$ cat config.mk
export PLATFORM = sky130hd
export DESIGN_NAME = ins_fetch_queue
export DESIGN_NICKNAME = d
export VERILOG_FILES = /design/src/rtl/ins_fetch_queue.sv
export SDC_FILE = /design/constraint.sdc
export NUM_CORES = 1
export LEC_CHECK = 0
export CORE_MARGIN = 2
export CORE_UTILIZATION = 35
export CTS_CLUSTER_SIZE = 40
export DETAILED_ROUTE_END_ITERATION = 10
export SLEW_MARGIN = 10
export SYNTH_ARGS = -nofsm -noshare
export SYNTH_HDL_FRONTEND = slang
export SYNTH_SLANG_ARGS = --single-unit
$ cat constraint.sdc
create_clock -name clk -period 10.3 [get_ports clk]
set_clock_uncertainty 0.2 [all_clocks]
set_input_delay 2.06 -clock clk [delete_from_list [all_inputs] [get_ports clk]]
set_output_delay 2.06 -clock clk [all_outputs]
set_load 0.01 [all_outputs]
$ cat src/rtl/ins_fetch_queue.sv
// Instruction fetch queue: issues one 4-byte read at a time to memctrl and
// buffers the returned words with their PCs in a circular FIFO.
module ins_fetch_queue #(
  parameter int          DEPTH    = 16,
  parameter int          PTR_W    = 4,
  parameter logic [31:0] RESET_PC = 32'h0
) (
  input  logic             clk,
  input  logic             rst,
  input  logic             rdy,
  input  logic             Clear_flag,
  input  logic [31:0]      clear_pc,
  output logic             insqueue_to_memctrl_needchange,
  output logic [31:0]      memctrl_ins_addr_,
  output logic [3:0]       memctrl_ins_remain_cycle_,
  input  logic             memctrl_ins_ok__,
  input  logic [31:0]      memctrl_ins_ans__,
  output logic             out_valid,
  output logic [31:0]      out_ins,
  output logic [31:0]      out_pc,
  input  logic             issue_pop,
  output logic [PTR_W:0]   fifo_count
);

  typedef enum logic {IDLE, WAIT} state_t;

  state_t           state_q, state_d;
  logic [31:0]      pc_q, pc_d;
  logic [31:0]      fetch_pc_q, fetch_pc_d;
  logic [PTR_W-1:0] head_q, head_d;
  logic [PTR_W-1:0] tail_q, tail_d;
  logic [PTR_W:0]   count_q, count_d;

  logic [31:0] ins_mem [DEPTH];
  logic [31:0] pc_mem  [DEPTH];

  logic push, pop, need;

  // Clear and freeze both suppress push/pop, so the FIFO never moves then.
  assign push = rdy & ~Clear_flag & (state_q == WAIT) & memctrl_ins_ok__;
  assign pop  = rdy & ~Clear_flag & issue_pop & (count_q != '0);
  assign need = rdy & ~rst & ~Clear_flag & (state_q == IDLE) &
                (count_q < (PTR_W+1)'(DEPTH));

  assign insqueue_to_memctrl_needchange = need;
  assign memctrl_ins_addr_              = pc_q;
  assign memctrl_ins_remain_cycle_      = 4'd4;

  assign out_valid  = (count_q != '0);
  assign out_ins    = out_valid ? ins_mem[head_q] : 32'h0;
  assign out_pc     = out_valid ? pc_mem[head_q]  : 32'h0;
  assign fifo_count = count_q;

  always_comb begin
    state_d    = state_q;
    pc_d       = pc_q;
    fetch_pc_d = fetch_pc_q;
    head_d     = head_q;
    tail_d     = tail_q;
    count_d    = count_q;
    if (rdy) begin
      if (Clear_flag) begin
        state_d = IDLE;
        pc_d    = clear_pc;
        head_d  = '0;
        tail_d  = '0;
        count_d = '0;
      end else begin
        if (need) begin
          state_d    = WAIT;
          fetch_pc_d = pc_q;
        end
        if (push) begin
          state_d = IDLE;
          pc_d    = fetch_pc_q + 32'd4;
          tail_d  = tail_q + PTR_W'(1);
        end
        if (pop) head_d = head_q + PTR_W'(1);
        count_d = count_q + (PTR_W+1)'(push) - (PTR_W+1)'(pop);
      end
    end
  end

  always_ff @(posedge clk or posedge rst) begin
    if (rst) begin
      state_q    <= IDLE;
      pc_q       <= RESET_PC;
      fetch_pc_q <= RESET_PC;
      head_q     <= '0;
      tail_q     <= '0;
      count_q    <= '0;
    end else begin
      state_q    <= state_d;
      pc_q       <= pc_d;
      fetch_pc_q <= fetch_pc_d;
      head_q     <= head_d;
      tail_q     <= tail_d;
      count_q    <= count_d;
    end
  end

  // Storage needs no reset: reads are masked while the FIFO is empty.
  always_ff @(posedge clk) begin
    if (push) begin
      ins_mem[tail_q] <= memctrl_ins_ans__;
      pc_mem[tail_q]  <= fetch_pc_q;
    end
  end

endmodule
# Word level (Yosys, flattened, before mapping)
# Memories as Yosys holds them, arrays and structs flattened.
# Index checks and enable logic that the tools add are counted.
[totals] register_bits=78 ramBits=1024 input_bits=70 elab_cells=48 memories=2
[memory_table] memory="ins_mem" words=16 word_bits=32 read_ports=1 rd_clocked_by_memory_dff=0 wr=1 line_no="34" text="logic [31:0] ins_mem [DEPTH];"
[memory_table] memory="pc_mem" words=16 word_bits=32 read_ports=1 rd_clocked_by_memory_dff=0 wr=1 line_no="35" text="logic [31:0] pc_mem [DEPTH];"
[op_classes] n_addsub=5 magnitude_cmp=1 mux=14 bitwise_logic=12 n_reduce_logical=8
[ops] cell="2-to-1 mux 32 bit" n=4
[ops] cell="adder 32 x 3 -> 32 bit (second input constant)" n=1
[ops] cell="2-to-1 mux 4 bit" n=4
[ops] cell="bitwise AND 1 bit" n=9
[ops] cell="adder 4 x 1 -> 4 bit (second input constant)" n=2
[ops] cell="AND reduction 2 bit" n=3
[ops] cell="adder 5 x 1 -> 5 bit" n=1
[ops] cell="< comparator 5 bit (second input constant)" n=1
[ops] cell="2-to-1 mux 1 bit" n=5
[ops] cell="2-to-1 mux 5 bit" n=1
[ops] cell="nonzero test 5 bit" n=1
[ops] cell="subtractor 5 x 1 -> 5 bit" n=1
[ops] cell="nonzero test 2 bit" n=2
[ops] cell="inverter 1 bit" n=3
[ops] cell="AND reduction 3 bit" n=1
[ops] cell="nonzero test 3 bit" n=1

# Depth between registers and ports, before layout
[depth] ltp_word=8 ltp_mapped=16 depth_no_buf=15

# Worst setup path before layout
# Ideal clock, no wire load.
[synth_timing] kind="input -> register" from="input port Clear_flag" to="memory ins_mem[0][0], enable pin" setup_time_ns=0.644 arrival_ns=9.056 required_time_ns=9.456 slack_ns=0.400 stages=6 path_cell_list="buf_2 > o21ai_0 > nor2_1 > clkinv_1 > buf_1 > nor4_1"
[synth_via] elab_chain_cells=6
[synth_lines] element="start: declaration" line_no="11" text="input logic Clear_flag,"
[synth_lines] element="inverter 1 bit" line_no="40" text="assign push = rdy & ~Clear_flag & (state_q == WAIT) & memctrl_ins_ok__;"
[synth_lines] element="bitwise AND 1 bit (3 in series)" line_no="40"
[synth_lines] element="2-to-1 mux 1 bit" line_no="104" text="if (push) begin"
[synth_lines] element="2-to-1 mux 1 bit (not written as such)" line_no="105" text="ins_mem[tail_q] <= memctrl_ins_ans__;"
[synth_lines] element="end: declaration" line_no="34"
# Every way passes these cells.

# Worst setup path after layout
[layout_timing] from="input port rdy" to="output port insqueue_to_memctrl_needchange"
[layout_via] elab_chain_cells=4
[layout_lines] element="start: declaration" line_no="10" text="input logic rdy,"
[layout_lines] element="bitwise AND 1 bit (4 in series)" line_no="42" text="assign need = rdy & ~rst & ~Clear_flag & (state_q == IDLE) &"
[layout_lines] element="end: declaration" line_no="13" text="output logic insqueue_to_memctrl_needchange,"
# Every way passes these cells.

==> run metrics <==
status finished, final reports clean; combinational power share 0.184; Least-Margin Pin Slew approximately 1.1 ns; fmax 131 MHz; met2 wire length 47,600 um; multiplexer share of the synthesized area 0.157; CTS tree done; Synth area leader edfxtp_1; register area share after synthesis 0.753; pin count of the biggest net entering global routing approximately 120; Worst EP arrival ~5.4 ns; CTS buffer count 109; vias in the first global route 23.0k; antenna violations before repair 5; area grow syn2layout 16.3%; dpl cell area 47,000 sq um; CP max FO 35; number of placement rows ~130; setup TNS 0 ns; post-synth top area share 0.708; Critical Path End insqueue_to_memctrl_needchange; top sig layer met5; Residual DRC 0; wl on met1 between 40,000 and 50,000 um; Worst setup SP type input port; reg2reg end ins_mem[6][22]; io pins roughly 180; number of vias per cell around 5.2; HP Class flop to flop; Area contributors post-synth edfxtp_1 71%, mux4_2 11%, dfrtp_1 4.5%; largest family of logic cells by synthesized area multiplexers; hold buffer count at cts 0; hpwl dp around 55,000 um; #FFs+latches synth 1,102; Post-Syn Instances ~2.2k; Worst Hold Depth 2; Setup Buffers After CTS 0; first element of the critical path rdy; Max IR drop VDD between 0.15 and 0.2 mV; Clock power frac 0.323; P_int around 0.0086 W; H-tree depth 3; metal3 WL approximately 6000 um; Reg2Reg Depth 7; Routed Antenna Nets 0; Pins Over Slew Limit 0; first-pass GRT wire length approximately 150,000 um; router iterations before antenna repair 5; Pwr per Cell Area ~240 nW/um^2; gr usage total 0.155; Final nets between 2k and 3k; gr ovfl total 0; reg2reg start state_q; final hold vios 0; RePlAce Congestion between 0.7 and 0.8; Setup Viol. Count Final 0; number of synthesized flops with an enable pin between 1k and 1.5k; CTS max path bufs 3; setup slack, reg-to-reg approximately 5.7 ns; worst-skew pair later-pin latency roughly 0.70 ns; area of the mapped netlist between 40,000 and 50,000 sq um; CP Capture Type output port; Syn Area/Cell roughly 20 sq um; clock sinks about 1.1k; Die ar. 127,000 sq um; worst endpoint required time 8.04 ns; CTS-repair resized insts 0; Vias around 22k; share of cells above drive strength 1 0.187; Chip Height 356 um; library cells used by synthesis 55; Seq pwr share 0.493; simple-gate area share of the yosys netlist 0.0341; post-layout instance area slightly above 50,000 sq um; Synthesis Warnings 0; WS Path Type input port to output port; LEAKAGE 15.7 nW; clk slew on worst S/H paths 0.06 ns; max-cap violation count 0; root buf cell clkbuf_16; xor/xnor share of the synthesized area 0.00565; RSZ-0062 raised after global routing no; Switching Power 0.00328 W; Filler cells approximately 11k; IO Port Bufs 172; Worst slew margin 0.265; routed length per instance 24.0 um; DRT Wirelength roughly 99,000 um; dominant synthesized flop cell edfxtp_1; async set-or-reset flop fraction in the synthesized netlist 0.0708; switching share of power 0.275; Initial Utilization 0.352; DIE WIDTH 356 um; adder-cell share of the synthesized area 0.00392; Final Cycle Share 0.742; antenna cell count 0; Tmin final around 7.6 ns; First DRT Iteration DRCs 2,115; Synth Area in Compound Gates 0.0301; core area approximately 120,000 sq um
==> cell families (layout without fill, tap and decap cells) <==
group	after synthesis	after routing
AOI/OAI and AO/OA	207	207
DFF	1102	1102
xor gates and xnor gates	28	28
other	2	4
and+or+nand+nor	305	305
muxes	418	418
adders and majority gates	13	13
buffers and inverters	150	428
==> power by group through the flow <==
stage	combinational [W]	sequential [W]	clock (W)
3_5_place_dp	0.00224	0.00596	0
2_1_floorplan	0.00135	0.00572	0
6_report	0.00220	0.00587	0.00385
4_1_cts	0.00225	0.00586	0.00393
5_1_grt	0.00238	0.00592	0.00410
3_3_place_gp	0.00222	0.00591	0
==> critical path: stages <==
cell	delay, ns
clkdlybuf4s50_1	0.86
nand2b_1	0.48
nand2b_1	0.15
buf_4	0.30
clkinv_1	0.76
clkdlybuf4s50_1	0.73
==> placed cells by master, fill, tap and decap left out, drive strengths merged, types with 12 or more instances in the layout <==
cell type      instances
a21oi                 40
a32oi                 13
and3                  13
buf                   38
clkbuf               136
clkdlybuf4s50        171
clkinv                48
dfrtp                 78
edfxtp              1024
ha                    12
inv                   22
mux2                  37
mux2i                173
mux4                 208
nand2                177
nand3                 23
nand4                 12
nor2                  32
o211ai                35
o21ai                 39
o22ai                 70
xnor2                 15
xor2                  13
==> metrics by stage <==
| stage | instances | hold WS (ns) | setup WS, ns | power (W) | utilization |
|---|---|---|---|---|---|
| after floorplan | 2227 | 0.321 | 0.400 | 0.00707 | - |
| after global placement | 3943 | 0.308 | 2.77 | 0.00812 | 0.381 |
| after detailed placement | 3943 | 0.305 | 2.67 | 0.00819 | 0.381 |
| after CTS | 4142 | 0.325 | 2.67 | 0.0120 | 0.409 |
| after global routing | 4142 | 0.360 | 2.36 | 0.0124 | 0.409 |
| final | 4142 | 0.328 | 2.66 | 0.0119 | 0.409 |
==> worst min-delay path by stage <==
stage	start	endpoint	slack, ns
floorplan	memctrl_ins_addr_[31]	fetch_pc_q[31]	0.32
global placement	memctrl_ins_addr_[4]	fetch_pc_q[4]	0.31
detailed placement	memctrl_ins_addr_[4]	fetch_pc_q[4]	0.30
CTS	memctrl_ins_addr_[4]	fetch_pc_q[4]	0.33
global route	memctrl_ins_addr_[2]	fetch_pc_q[2]	0.36
finish	memctrl_ins_addr_[4]	fetch_pc_q[4]	0.33
==> sequential cells by signal (all words and copies together), names as in the netlist <==
signal             flops
memctrl_ins_addr_     32
fifo_count             5
pc_mem               512
fetch_pc_q            32
state_q                1
head_q                 4
ins_mem              512
tail_q                 4
==> area by class of cell <==
| type | count | area, sq um | area share |
|---|---|---|---|
| Inverter | 20 | 76.3 | 0.00151 |
| Multi-Input combinational cell | 975 | 10200 | 0.201 |
| Clock buffer | 136 | 2870 | 0.0569 |
| Clock inverter | 63 | 587 | 0.0116 |
| Sequential cell | 1102 | 32700 | 0.648 |
| Tap cell | 1637 | 2050 | 0.0406 |
| Timing Repair Buffer | 209 | 2040 | 0.0405 |
==> routing by layer <==
layer  GRT usage  up-vias
li1            -     9402
met1       0.213    11453
met2       0.253      681
met3      0.0295      115
met4      0.0445        8
met5           0        -
==> synth_stat cells, types with 15 or more instances <==
cell type     n
nand3_1      23
inv_1        18
buf_4        15
mux2i_1     173
o21ai_0      39
mux2_2       37
mux4_2      208
o211ai_1     35
buf_2        49
dfrtp_1      78
o22ai_1      68
a21oi_1      40
nor2_1       32
clkbuf_1     54
edfxtp_1   1024
nand2_1     175
xnor2_1      15
Power figures use the tool's default switching activity.
